<file path="src/rtl/alu_pkg.sv">
// Shared definitions for the nibble-serial ALU: op-field encodings, the
// binvert bit position and the sequencing state type.
package alu_pkg;

  localparam logic [1:0] OP_AND = 2'b00;
  localparam logic [1:0] OP_OR  = 2'b01;
  localparam logic [1:0] OP_ADD = 2'b10;
  localparam logic [1:0] OP_SLT = 2'b11;

  // op[BINV] inverts B and doubles as the initial carry-in (subtract)
  localparam int BINV = 2;

  typedef enum logic [1:0] {
    IDLE = 2'b00,
    RUN  = 2'b01,
    DONE = 2'b10
  } state_t;

endpackage

</file>
<file path="src/rtl/nibble_alu_slice.sv">
// Combinational 4-bit ALU slice: AND/OR/ADD/SLT on one nibble with carry
// in/out, plus the signed-overflow and sum-MSB signals needed at the top slice.
module nibble_alu_slice
  import alu_pkg::*;
(
  input  logic [3:0] a,
  input  logic [3:0] b,
  input  logic       binv,
  input  logic       cin,
  input  logic [1:0] op,
  output logic [3:0] result,
  output logic       cout,
  output logic       overflow,
  output logic       sum_msb
);

  logic [3:0] b_eff;
  logic [4:0] sum;
  logic       carry_into_msb;

  always_comb begin
    b_eff          = binv ? ~b : b;
    sum            = {1'b0, a} + {1'b0, b_eff} + {4'b0000, cin};
    carry_into_msb = a[3] ^ b_eff[3] ^ sum[3];
    cout           = sum[4];
    overflow       = carry_into_msb ^ sum[4];
    sum_msb        = sum[3];
    result         = sum[3:0];
    case (op)
      OP_AND:  result = a & b_eff;
      OP_OR:   result = a | b_eff;
      default: result = sum[3:0];
    endcase
  end

endmodule

</file>
<file path="src/rtl/nibble_serial_alu.sv">
// Sequences WIDTH-bit ALU commands through one 4-bit slice, LSB nibble first,
// with valid/ready handshakes on the command and result sides.
module nibble_serial_alu
  import alu_pkg::*;
#(
  parameter int WIDTH = 16
) (
  input  logic             clk,
  input  logic             rst_n,
  input  logic             in_valid,
  output logic             in_ready,
  input  logic [WIDTH-1:0] in_a,
  input  logic [WIDTH-1:0] in_b,
  input  logic [2:0]       in_op,
  output logic             out_valid,
  input  logic             out_ready,
  output logic [WIDTH-1:0] out_result,
  output logic             out_cout,
  output logic             out_overflow,
  output logic             out_zero
);

  localparam int NIB = WIDTH / 4;
  localparam int CW  = (NIB > 1) ? $clog2(NIB) : 1;
  localparam logic [CW-1:0] LAST_NIB = CW'(NIB - 1);

  state_t           state_q, state_d;
  logic [WIDTH-1:0] a_q, a_d, b_q, b_d;
  logic [WIDTH-5:0] sh_q, sh_d;
  logic [WIDTH-1:0] res_q, res_d;
  logic [2:0]       op_q, op_d;
  logic             carry_q, carry_d;
  logic [CW-1:0]    cnt_q, cnt_d;
  logic             cout_q, cout_d;
  logic             ovf_q, ovf_d;
  logic             zero_q, zero_d;

  logic [3:0]       s_result;
  logic             s_cout, s_ovf, s_msb;
  logic [WIDTH-1:0] full_res, final_res;

  nibble_alu_slice u_slice (
    .a        (a_q[3:0]),
    .b        (b_q[3:0]),
    .binv     (op_q[BINV]),
    .cin      (carry_q),
    .op       (op_q[1:0]),
    .result   (s_result),
    .cout     (s_cout),
    .overflow (s_ovf),
    .sum_msb  (s_msb)
  );

  // On the last nibble the shift register plus the slice output is the full
  // word; SLT replaces it with the overflow-corrected sign of the sum.
  always_comb begin
    full_res  = {s_result, sh_q};
    final_res = full_res;
    if (op_q[1:0] == OP_SLT) begin
      final_res = {{(WIDTH-1){1'b0}}, s_msb ^ s_ovf};
    end
  end

  always_comb begin
    state_d = state_q;
    a_d     = a_q;
    b_d     = b_q;
    sh_d    = sh_q;
    res_d   = res_q;
    op_d    = op_q;
    carry_d = carry_q;
    cnt_d   = cnt_q;
    cout_d  = cout_q;
    ovf_d   = ovf_q;
    zero_d  = zero_q;
    case (state_q)
      IDLE: begin
        if (in_valid) begin
          a_d     = in_a;
          b_d     = in_b;
          op_d    = in_op;
          carry_d = in_op[BINV];
          cnt_d   = '0;
          sh_d    = '0;
          state_d = RUN;
        end
      end
      RUN: begin
        a_d     = a_q >> 4;
        b_d     = b_q >> 4;
        sh_d    = full_res[WIDTH-1:4];
        carry_d = s_cout;
        cnt_d   = cnt_q + CW'(1);
        if (cnt_q == LAST_NIB) begin
          res_d   = final_res;
          zero_d  = (final_res == '0);
          cout_d  = op_q[1] & s_cout;
          ovf_d   = op_q[1] & s_ovf;
          state_d = DONE;
        end
      end
      DONE: begin
        if (out_ready) begin
          state_d = IDLE;
        end
      end
      default: state_d = IDLE;
    endcase
  end

  always_ff @(posedge clk or negedge rst_n) begin
    if (!rst_n) begin
      state_q <= IDLE;
      a_q     <= '0;
      b_q     <= '0;
      sh_q    <= '0;
      res_q   <= '0;
      op_q    <= '0;
      carry_q <= 1'b0;
      cnt_q   <= '0;
      cout_q  <= 1'b0;
      ovf_q   <= 1'b0;
      zero_q  <= 1'b1;
    end else begin
      state_q <= state_d;
      a_q     <= a_d;
      b_q     <= b_d;
      sh_q    <= sh_d;
      res_q   <= res_d;
      op_q    <= op_d;
      carry_q <= carry_d;
      cnt_q   <= cnt_d;
      cout_q  <= cout_d;
      ovf_q   <= ovf_d;
      zero_q  <= zero_d;
    end
  end

  assign in_ready     = (state_q == IDLE);
  assign out_valid    = (state_q == DONE);
  assign out_result   = res_q;
  assign out_cout     = cout_q;
  assign out_overflow = ovf_q;
  assign out_zero     = zero_q;

endmodule
</file>
<file path="config.mk">
export PLATFORM = sky130hd
export DESIGN_NAME = nibble_serial_alu
export DESIGN_NICKNAME = d
export VERILOG_FILES = /design/src/rtl/alu_pkg.sv /design/src/rtl/nibble_alu_slice.sv /design/src/rtl/nibble_serial_alu.sv
export SDC_FILE = /design/constraint.sdc
export NUM_CORES = 1
export LEC_CHECK = 0
export ABC_AREA = 1
export BUFFER_PORTS_ARGS = -buffer_cell sky130_fd_sc_hd__buf_2
export CAP_MARGIN = 20
export CELL_PAD_IN_SITES_DETAIL_PLACEMENT = 0
export CELL_PAD_IN_SITES_GLOBAL_PLACEMENT = 1
export CORE_MARGIN = 1
export CORE_UTILIZATION = 38
export DETAILED_ROUTE_END_ITERATION = 10
export PLACE_DENSITY = 0.8
export SYNTH_ARGS = -nofsm -noshare
export SYNTH_HDL_FRONTEND = slang
export SYNTH_HIERARCHICAL = 1
export SYNTH_SLANG_ARGS = --single-unit
</file>
<file path="constraint.sdc">
create_clock -name clk -period 2.2 [get_ports clk]
set_input_delay 0.44 -clock clk [delete_from_list [all_inputs] [get_ports clk]]
set_output_delay 0.44 -clock clk [all_outputs]
set_load 0.005 [all_outputs]
</file>
==> flow_summary.json <==
{
  "outcome": "finished with violations",
  "violations": "DRC",
  "worst-path-max-fanout": 4,
  "core_sq_um": 8850,
  "worst_pin_slew_ps": 466,
  "wl_per_cell_um": 12.4,
  "cts_root_buf": "clkbuf_8",
  "drt_iter0_markers": 104,
  "rsz0062_at_grt": "yes",
  "dp_hpwl_mm": 5.24,
  "ys_seq_elements": 71,
  "min_path_type": "input port to asynchronous set/reset pin",
  "clk_pin_slew_worst_paths_ps": 80,
  "ys_warn_count": 6,
  "endpoint_kind": "flip-flop",
  "syn_area_sq_um": 3510,
  "p_total_mw": 6.56,
  "syn_to_final_growth_pct": 17.9,
  "synth_most_common_cell": "nand2_1",
  "required_ps": 2500,
  "gp_congestion": 0.818,
  "final_core_util_pct": 46.8,
  "slew_violations": 0,
  "finalSetupViolCount": 0,
  "synth_common_cells": "139 x nand2_1, 70 x dfrtp_1, 52 x inv_1, 51 x o21ai_0, 14 x nand3_1",
  "synth_top_area_share_pct": 49.9,
  "synth_edf_count": 0,
  "fin_crit_ps": 2170,
  "num-nets-final": 528,
  "ir_drop_mv": 0.536,
  "clockBufferDepth": 2,
  "die_area_sq_um": 9620,
  "fin_crit_sh_pct": 98.5,
  "syn_nets": 468,
  "routed_wl_mm": 7.33,
  "synth.area.top_cells": "dfrtp_1 50%, nand2_1 15%, o21ai_0 7.3%",
  "num_vias": 2778,
  "crit_type": "flip-flop to flip-flop",
  "start_util_pct": 39.6,
  "hold_violations": 0,
  "p_leak_nw": 2.14,
  "grt_max_degree": 72,
  "overflow": 0,
  "ios": 60,
  "remaining_drc_errors": 4,
  "synth_top_area_cell": "dfrtp_1",
  "max_cap_violations": 0,
  "finalClockSkew_ps": 11.7,
  "die_w_um": 98.1,
  "cp.arrival_ps": 2460,
  "htree_levels": 3,
  "grt_pass1_vias": 2769,
  "vias_per_cell": 4.71,
  "worstSetupStartpointType": "flip-flop",
  "antenna_found_initial": 0,
  "async_flop_share_pct": 100,
  "worstSkewPairLatency_ps": 350,
  "drt_first_pass_iters": 7,
  "clock-sinks": 71,
  "final_antenna_net_count": 0,
  "ctsHoldBuffers": 0,
  "io_buffers": 59,
  "ys_types": 33,
  "n_antenna_cell": 0,
  "tritoncts": "done",
  "grt_pass1_wl_mm": 12.9,
  "max_slew_margin_pct": 68.9,
  "rows": 34,
  "synth_flop_cell": "dfrtp_1",
  "grt_usage_pct": 17.2,
  "hold_slack_ps": 102,
  "drive_above_1_share_pct": 22.8,
  "clock.fmax_mhz": 462,
  "cts_inserted_buffers": 9,
  "synth-seq-area-share_pct": 50.7,
  "synth_area_per_cell_sq_um": 8.39,
  "die_h_um": 98.1,
  "synthCells": 418,
  "p_per_area_nw_per_um2": 1580
}
-- state kept, by name, indices dropped and copies added (netlist names) --
signal,count
cnt_q,2
a_q,16
out_overflow,1
b_q,16
sh_q,12
out_zero,1
out_cout,1
state_q,2
out_result,16
carry_q,1
op_q,3
-- layout make-up --
type	instances	area (sq um)
Tap cell	108	135
Sequential cell	71	1780
Timing Repair Buffer	68	388
Clock buffer	11	151
Multi-Input combinational cell	270	1430
Fill cell	900	4710
Inverter	58	220
Clock inverter	4	31.3
-- final timing paths --
kind / end / slack, ps / from / depth (start not counted)
max in group asynchronous: out_zero / 1770 / rst_n / 2
worst max register to register: out_zero / 30 / op_q[2] / 14
worst min-delay path: state_q[0] / 100 / rst_n / 2
min in group clk: state_q[1] / 280 / out_ready / 2
worst max-delay path: out_zero / 30 / op_q[2] / 14
worst min register to register: out_result[6] / 480 / out_result[6] / 2
-- layout by cell type, fill, tap and decap left out, types with 2 or more instances in the layout --
master | netlist | final
xnor2_2 | 0 | 2
nand3_1 | 14 | 14
buf_12 | 0 | 2
o21ai_1 | 9 | 11
o31ai_1 | 9 | 9
inv_1 | 52 | 51
o221ai_1 | 2 | 2
xnor2_1 | 5 | 3
clkinvlp_4 | 0 | 3
nor2_1 | 6 | 6
nand2_2 | 1 | 3
buf_2 | 5 | 59
o21ai_2 | 6 | 6
o21ai_0 | 51 | 49
o22ai_1 | 6 | 6
dfrtp_1 | 70 | 70
fa_2 | 0 | 2
buf_4 | 0 | 7
clkbuf_8 | 0 | 11
inv_2 | 4 | 5
nand2_1 | 139 | 137
ha_1 | 9 | 9
nand2_4 | 2 | 2
-- worst max-delay path, stage by stage, from the launching register on --
cell and delay (ps):
dfrtp_1 440, xnor2_2 220, fa_2 220, inv_2 40, fa_2 360, nand2_2 70
nand2_1 50, nand2_1 60, nand2_2 70, xor2_2 160, xnor2_1 150, nand2_1 80
nand2_2 70, nand3_1 70, nand2_1 60
-- timing repair --
| item | CTS | global route |
|---|---|---|
| gates resized for setup | 0 | 9 |
| buffers inserted | 0 | 0 |
| endpoints found under the setup margin | 0 | 3 |
-- metal layers --
metal | vias to the layer above | routed length, um | global-route usage, %
met2 | 68 | 3310 | 28.0
met5 | - | 0 | 0
li1 | 1440 | - | -
met3 | 13 | 361 | 3.94
met4 | 0 | 125 | 7.69
met1 | 1257 | 3530 | 21.8
-- through the flow --
step,worst slack [ps],instances,setup TNS [ps],cell area (sq um)
2_1_floorplan,25.7,418,0,3520
3_3_place_gp,48.9,575,0,3930
3_5_place_dp,18.9,575,0,3930
4_1_cts,18.3,590,0,4110
5_1_grt,-149,590,-352,4140
6_report,34.0,590,0,4140
-- report_power, final --
| group | total (mW) | switching (mW) | internal, mW |
|---|---|---|---|
| Combinational | 3.45 | 2.11 | 1.33 |
| Clock | 0.963 | 0.497 | 0.466 |
| Sequential | 2.15 | 0.293 | 1.85 |
| Total | 6.56 | 2.90 | 3.65 |
-- cell families after synthesis --
kind of cell             share of synthesized area (%)
AND/OR/NAND/NOR                                   19.6
AO/OA/AOI/OAI                                     14.5
buffers and inverters                             9.38
flip-flops                                        50.7
adder cells (fa/ha/maj)                           4.35
XOR/XNOR                                          1.50
No activity file was read; power rests on OpenSTA's default activity.
